==> config.mk <==
export PLATFORM = sky130hd
export DESIGN_NAME = pid_update_scheduler
export DESIGN_NICKNAME = d
export VERILOG_FILES = /design/src/rtl/pid_sched_pkg.sv /design/src/rtl/control_tick_gen.sv /design/src/rtl/pid_update_scheduler.sv
export SDC_FILE = /design/constraint.sdc
export NUM_CORES = 1
export LEC_CHECK = 0
export BUFFER_PORTS_ARGS = -buffer_cell sky130_fd_sc_hd__buf_4
export CAP_MARGIN = 20
export CORE_ASPECT_RATIO = 0.75
export CORE_MARGIN = 3
export CORE_UTILIZATION = 35
export CTS_CLUSTER_DIAMETER = 50
export DETAILED_ROUTE_END_ITERATION = 6
export HOLD_SLACK_MARGIN = 0.12
export MAX_ROUTING_LAYER = met4
export SLEW_MARGIN = 20
export SYNTH_ARGS = -nofsm -noshare
export SYNTH_HDL_FRONTEND = slang
export SYNTH_SLANG_ARGS = --single-unit
==> constraint.sdc <==
create_clock -name clock -period 5.5 [get_ports clock]
set_input_delay 1.1 -clock clock [delete_from_list [all_inputs] [get_ports clock]]
set_output_delay 1.1 -clock clock [all_outputs]
set_load 0.005 [all_outputs]
==> src/rtl/pid_sched_pkg.sv <==
// pid_sched_pkg: shared types, result width and mask search helper for the PID update scheduler.
package pid_sched_pkg;
  localparam int RESULT_W = 16;

  typedef enum logic [2:0] {
    S_IDLE,
    S_SELECT,
    S_STROBE,
    S_WAIT,
    S_CAPTURE,
    S_DONE
  } state_t;

  typedef struct packed {
    logic       found;
    logic [2:0] idx;
  } next_bit_t;

  // Lowest set bit of mask at or above position from; from = 8 never matches.
  function automatic next_bit_t next_set_bit(input logic [7:0] mask, input logic [3:0] from);
    next_bit_t r;
    r = '0;
    for (int i = 7; i >= 0; i--)
      if (mask[i] && i >= int'(from)) r = '{found: 1'b1, idx: 3'(i)};
    return r;
  endfunction
endpackage

==> src/rtl/control_tick_gen.sv <==
// control_tick_gen: prescaler producing a one-cycle control tick every TICK_DIV clocks while enabled.
module control_tick_gen #(
  parameter int TICK_DIV = 50000
) (
  input  logic clock,
  input  logic reset,
  input  logic i_enable,
  output logic o_tick
);
  localparam int CW = $clog2(TICK_DIV);

  logic [CW-1:0] r_count;
  logic          w_last;

  assign w_last = r_count == CW'(TICK_DIV - 1);
  assign o_tick = i_enable && w_last;

  always_ff @(posedge clock or posedge reset)
    if (reset) r_count <= '0;
    else       r_count <= (!i_enable || w_last) ? '0 : r_count + CW'(1);
endmodule

==> src/rtl/pid_update_scheduler.sv <==
// pid_update_scheduler: sweeps one shared PID datapath across the enabled motors on every control tick
// and latches each motor's result into its own output slot.
module pid_update_scheduler
  import pid_sched_pkg::*;
#(
  parameter int NUM_MOTORS    = 6,
  parameter int IDX_W         = 3,
  parameter int TICK_DIV      = 50000,
  parameter int SETTLE_CYCLES = 2
) (
  input  logic                           clock,
  input  logic                           reset,
  input  logic                           i_enable,
  input  logic [NUM_MOTORS-1:0]          i_motor_enable_mask,
  input  logic signed [RESULT_W-1:0]     i_pid_result,
  input  logic                           i_overrun_clear,
  output logic [IDX_W-1:0]               o_motor_sel,
  output logic                           o_pid_update,
  output logic [RESULT_W*NUM_MOTORS-1:0] o_result_flat,
  output logic [NUM_MOTORS-1:0]          o_result_valid,
  output logic                           o_sweep_busy,
  output logic                           o_sweep_done,
  output logic                           o_overrun
);
  localparam int SW = $clog2(SETTLE_CYCLES + 1);

  state_t                                r_state, w_state_next;
  logic [NUM_MOTORS-1:0]                 r_mask;
  logic [IDX_W-1:0]                      r_sel, w_sel_next;
  logic [SW-1:0]                         r_settle;
  logic [NUM_MOTORS-1:0][RESULT_W-1:0]   r_slot;
  logic                                  r_overrun;
  logic                                  w_tick, w_go;
  next_bit_t                             w_first, w_next;

  control_tick_gen #(.TICK_DIV(TICK_DIV)) u_tick (
    .clock    (clock),
    .reset    (reset),
    .i_enable (i_enable),
    .o_tick   (w_tick)
  );

  // The first motor is found from the live mask so the sweep can start the cycle after the tick.
  assign w_first = next_set_bit(8'(i_motor_enable_mask), 4'd0);
  assign w_next  = next_set_bit(8'(r_mask), 4'(r_sel) + 4'd1);
  assign w_go    = w_next.found && i_enable;

  always_ff @(posedge clock or posedge reset)
    if (reset) begin
      r_state  <= S_IDLE;
      r_sel    <= '0;
      r_mask   <= '0;
      r_settle <= '0;
    end else begin
      r_state  <= w_state_next;
      r_sel    <= w_sel_next;
      r_mask   <= (r_state == S_IDLE && w_tick) ? i_motor_enable_mask : r_mask;
      r_settle <= (r_state == S_WAIT) ? r_settle + SW'(1) : '0;
    end

  always_ff @(posedge clock or posedge reset)
    if (reset) begin
      r_slot    <= '0;
      r_overrun <= 1'b0;
    end else begin
      for (int i = 0; i < NUM_MOTORS; i++)
        if (r_state == S_CAPTURE && r_sel == IDX_W'(i)) r_slot[i] <= i_pid_result;
      r_overrun <= (w_tick && r_state != S_IDLE) || (r_overrun && !i_overrun_clear);
    end

  always_comb begin
    w_state_next = r_state;
    w_sel_next   = r_sel;
    case (r_state)
      S_IDLE: if (w_tick) begin
        w_state_next = w_first.found ? S_SELECT : S_DONE;
        w_sel_next   = w_first.found ? IDX_W'(w_first.idx) : r_sel;
      end
      S_SELECT:  w_state_next = S_STROBE;
      S_STROBE:  w_state_next = S_WAIT;
      S_WAIT:    w_state_next = (r_settle == SW'(SETTLE_CYCLES - 1)) ? S_CAPTURE : S_WAIT;
      S_CAPTURE: begin
        w_state_next = w_go ? S_SELECT : S_DONE;
        w_sel_next   = w_go ? IDX_W'(w_next.idx) : r_sel;
      end
      default:   w_state_next = S_IDLE;
    endcase
  end

  always_comb begin
    o_pid_update   = r_state == S_STROBE;
    o_sweep_busy   = r_state != S_IDLE;
    o_sweep_done   = r_state == S_DONE;
    o_result_valid = '0;
    for (int i = 0; i < NUM_MOTORS; i++)
      if (r_state == S_CAPTURE && r_sel == IDX_W'(i)) o_result_valid[i] = 1'b1;
  end

  assign o_motor_sel   = r_sel;
  assign o_result_flat = r_slot;
  assign o_overrun     = r_overrun;
endmodule

==> flow_summary.ini <==
[outcome]
status = complete, no violations

[power]
clkPwrFrac_pct = 49.3
p_comb_share_pct = 5.9
ir_drop_mv = 0.217
p_seq_share_pct = 44.7
internal_power_uw = 1750
power_density_nw_per_um2 = 309
switching_share_pct = 20.8
p_leak_uw = 0.00339
fin_total_pwr_uw = 2210
p_switching_uw = 458

[synthesis]
ys.warnings.count = 0
synth_ff_type = dfrtp_1
ys_seq_elements = 127
ys_types = 43
synth-edff-count = 0
yosysSeqAreaShare_pct = 59.9
postSynthCellCount = 391
synth_nets = 426
ys_async_sr_fraction_pct = 100
avgSynthCellArea_um2 = 13.6
synth_area_um2 = 5300

[timing]
setup_viol = 0
slew-limit-headroom_pct = 40.5
fin_setup_tns_ns = 0
finalCriticalPeriod_ns = 3.42
final_max_slew_viol_count = 0
finalCritPeriodShare_pct = 62.1
fmax_mhz = 293
hold_viol_final = 0
fin_ws_ns = 2.08
rsz0062_at_grt = no
clock_skew_ns = 0.00737
worst_slew_pin_slew_ns = 0.890

[clocking]
cts_tree = done
htree_levels = 4
clockBufferDepth = 2
clk_latency_ns = 0.40
ctsResizeCount = 0
cts_buffers = 17
postCtsHoldBufs = 0
clk_pin_slew_ns = 0.05
root_buffer = clkbuf_16
cts.sinks = 127
cts_setup_buffers = 0

[worst_setup_path]
crit_required_ns = 4.40
end_kind = primary output
cp_max_fo = 17
critPathLaunchType = flip-flop
reg2reg_slack_ns = 2.87
arrival_ns = 2.32
criticalPathCategory = reg -> out

[grt]
grt_max_degree = 87
grt_pass1_wl_um = 20700
gr-usage-all-layers_pct = 16.8
antenna_found_initial = 0
grt_overflow = 0
grt_pass1_vias = 3785

[placed_design]
dp_slack_ns = 2.49
port_buffers = 134
dp_hpwl_um = 9120
gp_congestion = 0.838

[drt]
detail_route.wl_per_cell_um = 17.5
routed_wl_um = 13100
drt_pass1_iterations = 4
ant_nets = 0
viasPerCell = 4.84
drt_iter0_drc = 208
vias = 3626
drc_errors = 0

[finish]
nets = 573
mostFrequentLayoutCell = buf_4
drive_gt1_share_pct = 46.6
final_cell_mix = buf_4, dfrtp_1, mux2_2, nor2_1
final_core_util_pct = 48.7
area_delta_synth_final_pct = 34.6
n_antenna_cell = 0

[hold_path]
holdCritPathClass = reg -> reg

[job]
cap_violations = 0

[floorplanning]
ioPinCount = 135
core-area_um2 = 14600
start_util_pct = 36.2
die_w_um = 148
die_h_um = 113
row_count = 38
dieArea_um2 = 16700
per-stage QoR:
step                area (um^2)  instances  hold WS, ns
floorplan                  5300        391        0.414
finish                     7140        749        0.442
CTS                        7140        749        0.446
global placement           6560        719        0.426
detailed placement         6560        719        0.439
global route               7140        749        0.475
power by group through the flow:
stage | logic, uW | registers (uW) | clock network (uW)
floorplan | 45.0 | 1000 | 0
global placement | 132 | 1000 | 0
detailed placement | 134 | 1000 | 0
CTS | 135 | 987 | 1120
global route | 145 | 991 | 1160
finish | 131 | 987 | 1090
cell families after synthesis:
logic type                 Yosys count  synth area share [%]
DFF                                127                  59.9
muxes                              105                  22.5
and+or+nand+nor                     86                  8.31
buffers and inverters               28                  1.98
AOI/OAI and AO/OA                   22                  2.83
xor gates and xnor gates            14                  2.31
adders and majority gates            9                  2.12
critical path, cell delays in order, from the launching register on:
cell	delay [ns]
dfrtp_1	0.47
nor2_1	0.22
nand2_1	0.15
nor2_1	0.20
nand2_1	0.56
inv_1	0.18
buf_4	0.13
final timing paths:
check / start / endpoint / depth (start not counted)
setup / recovery: r_state[1] / o_result_valid[0] / 6
hold / removal: r_settle[0] / r_settle[0] / 1
setup reg to reg: o_motor_sel[0] / o_motor_sel[1] / 7
hold reg to reg: r_settle[0] / r_settle[0] / 1
max in group asynchronous: reset / o_result_flat[75] / 3
min in group asynchronous: reset / r_mask[1] / 2
synthesized netlist by cell type, types with 2 or more instances:
master | count | area share (%)
dfrtp_1 | 127 | 60
mux2_2 | 86 | 18
nor2_1 | 25 | 1.8
mux2_1 | 17 | 3.6
inv_1 | 16 | 1.1
nand2_1 | 15 | 1.1
nand3_1 | 12 | 1.1
clkbuf_1 | 10 | 0.71
ha_1 | 9 | 2.1
xor2_1 | 9 | 1.5
nand4_1 | 6 | 0.71
nor3_1 | 6 | 0.57
a21oi_1 | 5 | 0.47
xnor2_1 | 5 | 0.83
and3_1 | 4 | 0.47
nand2b_1 | 3 | 0.35
o21ai_0 | 3 | 0.28
and2_1 | 2 | 0.24
buf_1 | 2 | 0.14
nor2b_1 | 2 | 0.24
nor3b_1 | 2 | 0.28
nor4_1 | 2 | 0.24
o21a_1 | 2 | 0.28
or4b_1 | 2 | 0.38
flip-flops by register name, summed over array words and instances, names as in the netlist:
| register | cells |
|---|---|
| r_state | 3 |
| o_result_flat | 96 |
| r_settle | 2 |
| o_overrun | 1 |
| u_tick.r_count | 16 |
| r_mask | 6 |
| o_motor_sel | 3 |
cell type report:
class | count | area [um^2]
Clock inverter | 5 | 80.1
Tap cell | 200 | 250
Timing Repair Buffer | 140 | 1050
Multi-Input combinational cell | 236 | 2020
Sequential cell | 127 | 3180
Fill cell | 1339 | 7510
Clock buffer | 25 | 495
Inverter | 16 | 65.1
layer usage:
| layer | vias to the layer above | part of all wire [%] | track usage [%] |
|---|---|---|---|
| met3 | 12 | 4.7 | 4.28 |
| met5 | - | 0 | - |
| met1 | 1841 | 49 | 23.1 |
| met4 | 0 | 1.8 | 6.58 |
| met2 | 104 | 45 | 24.0 |
| li1 | 1669 | - | - |
Power figures use the tool's default switching activity.
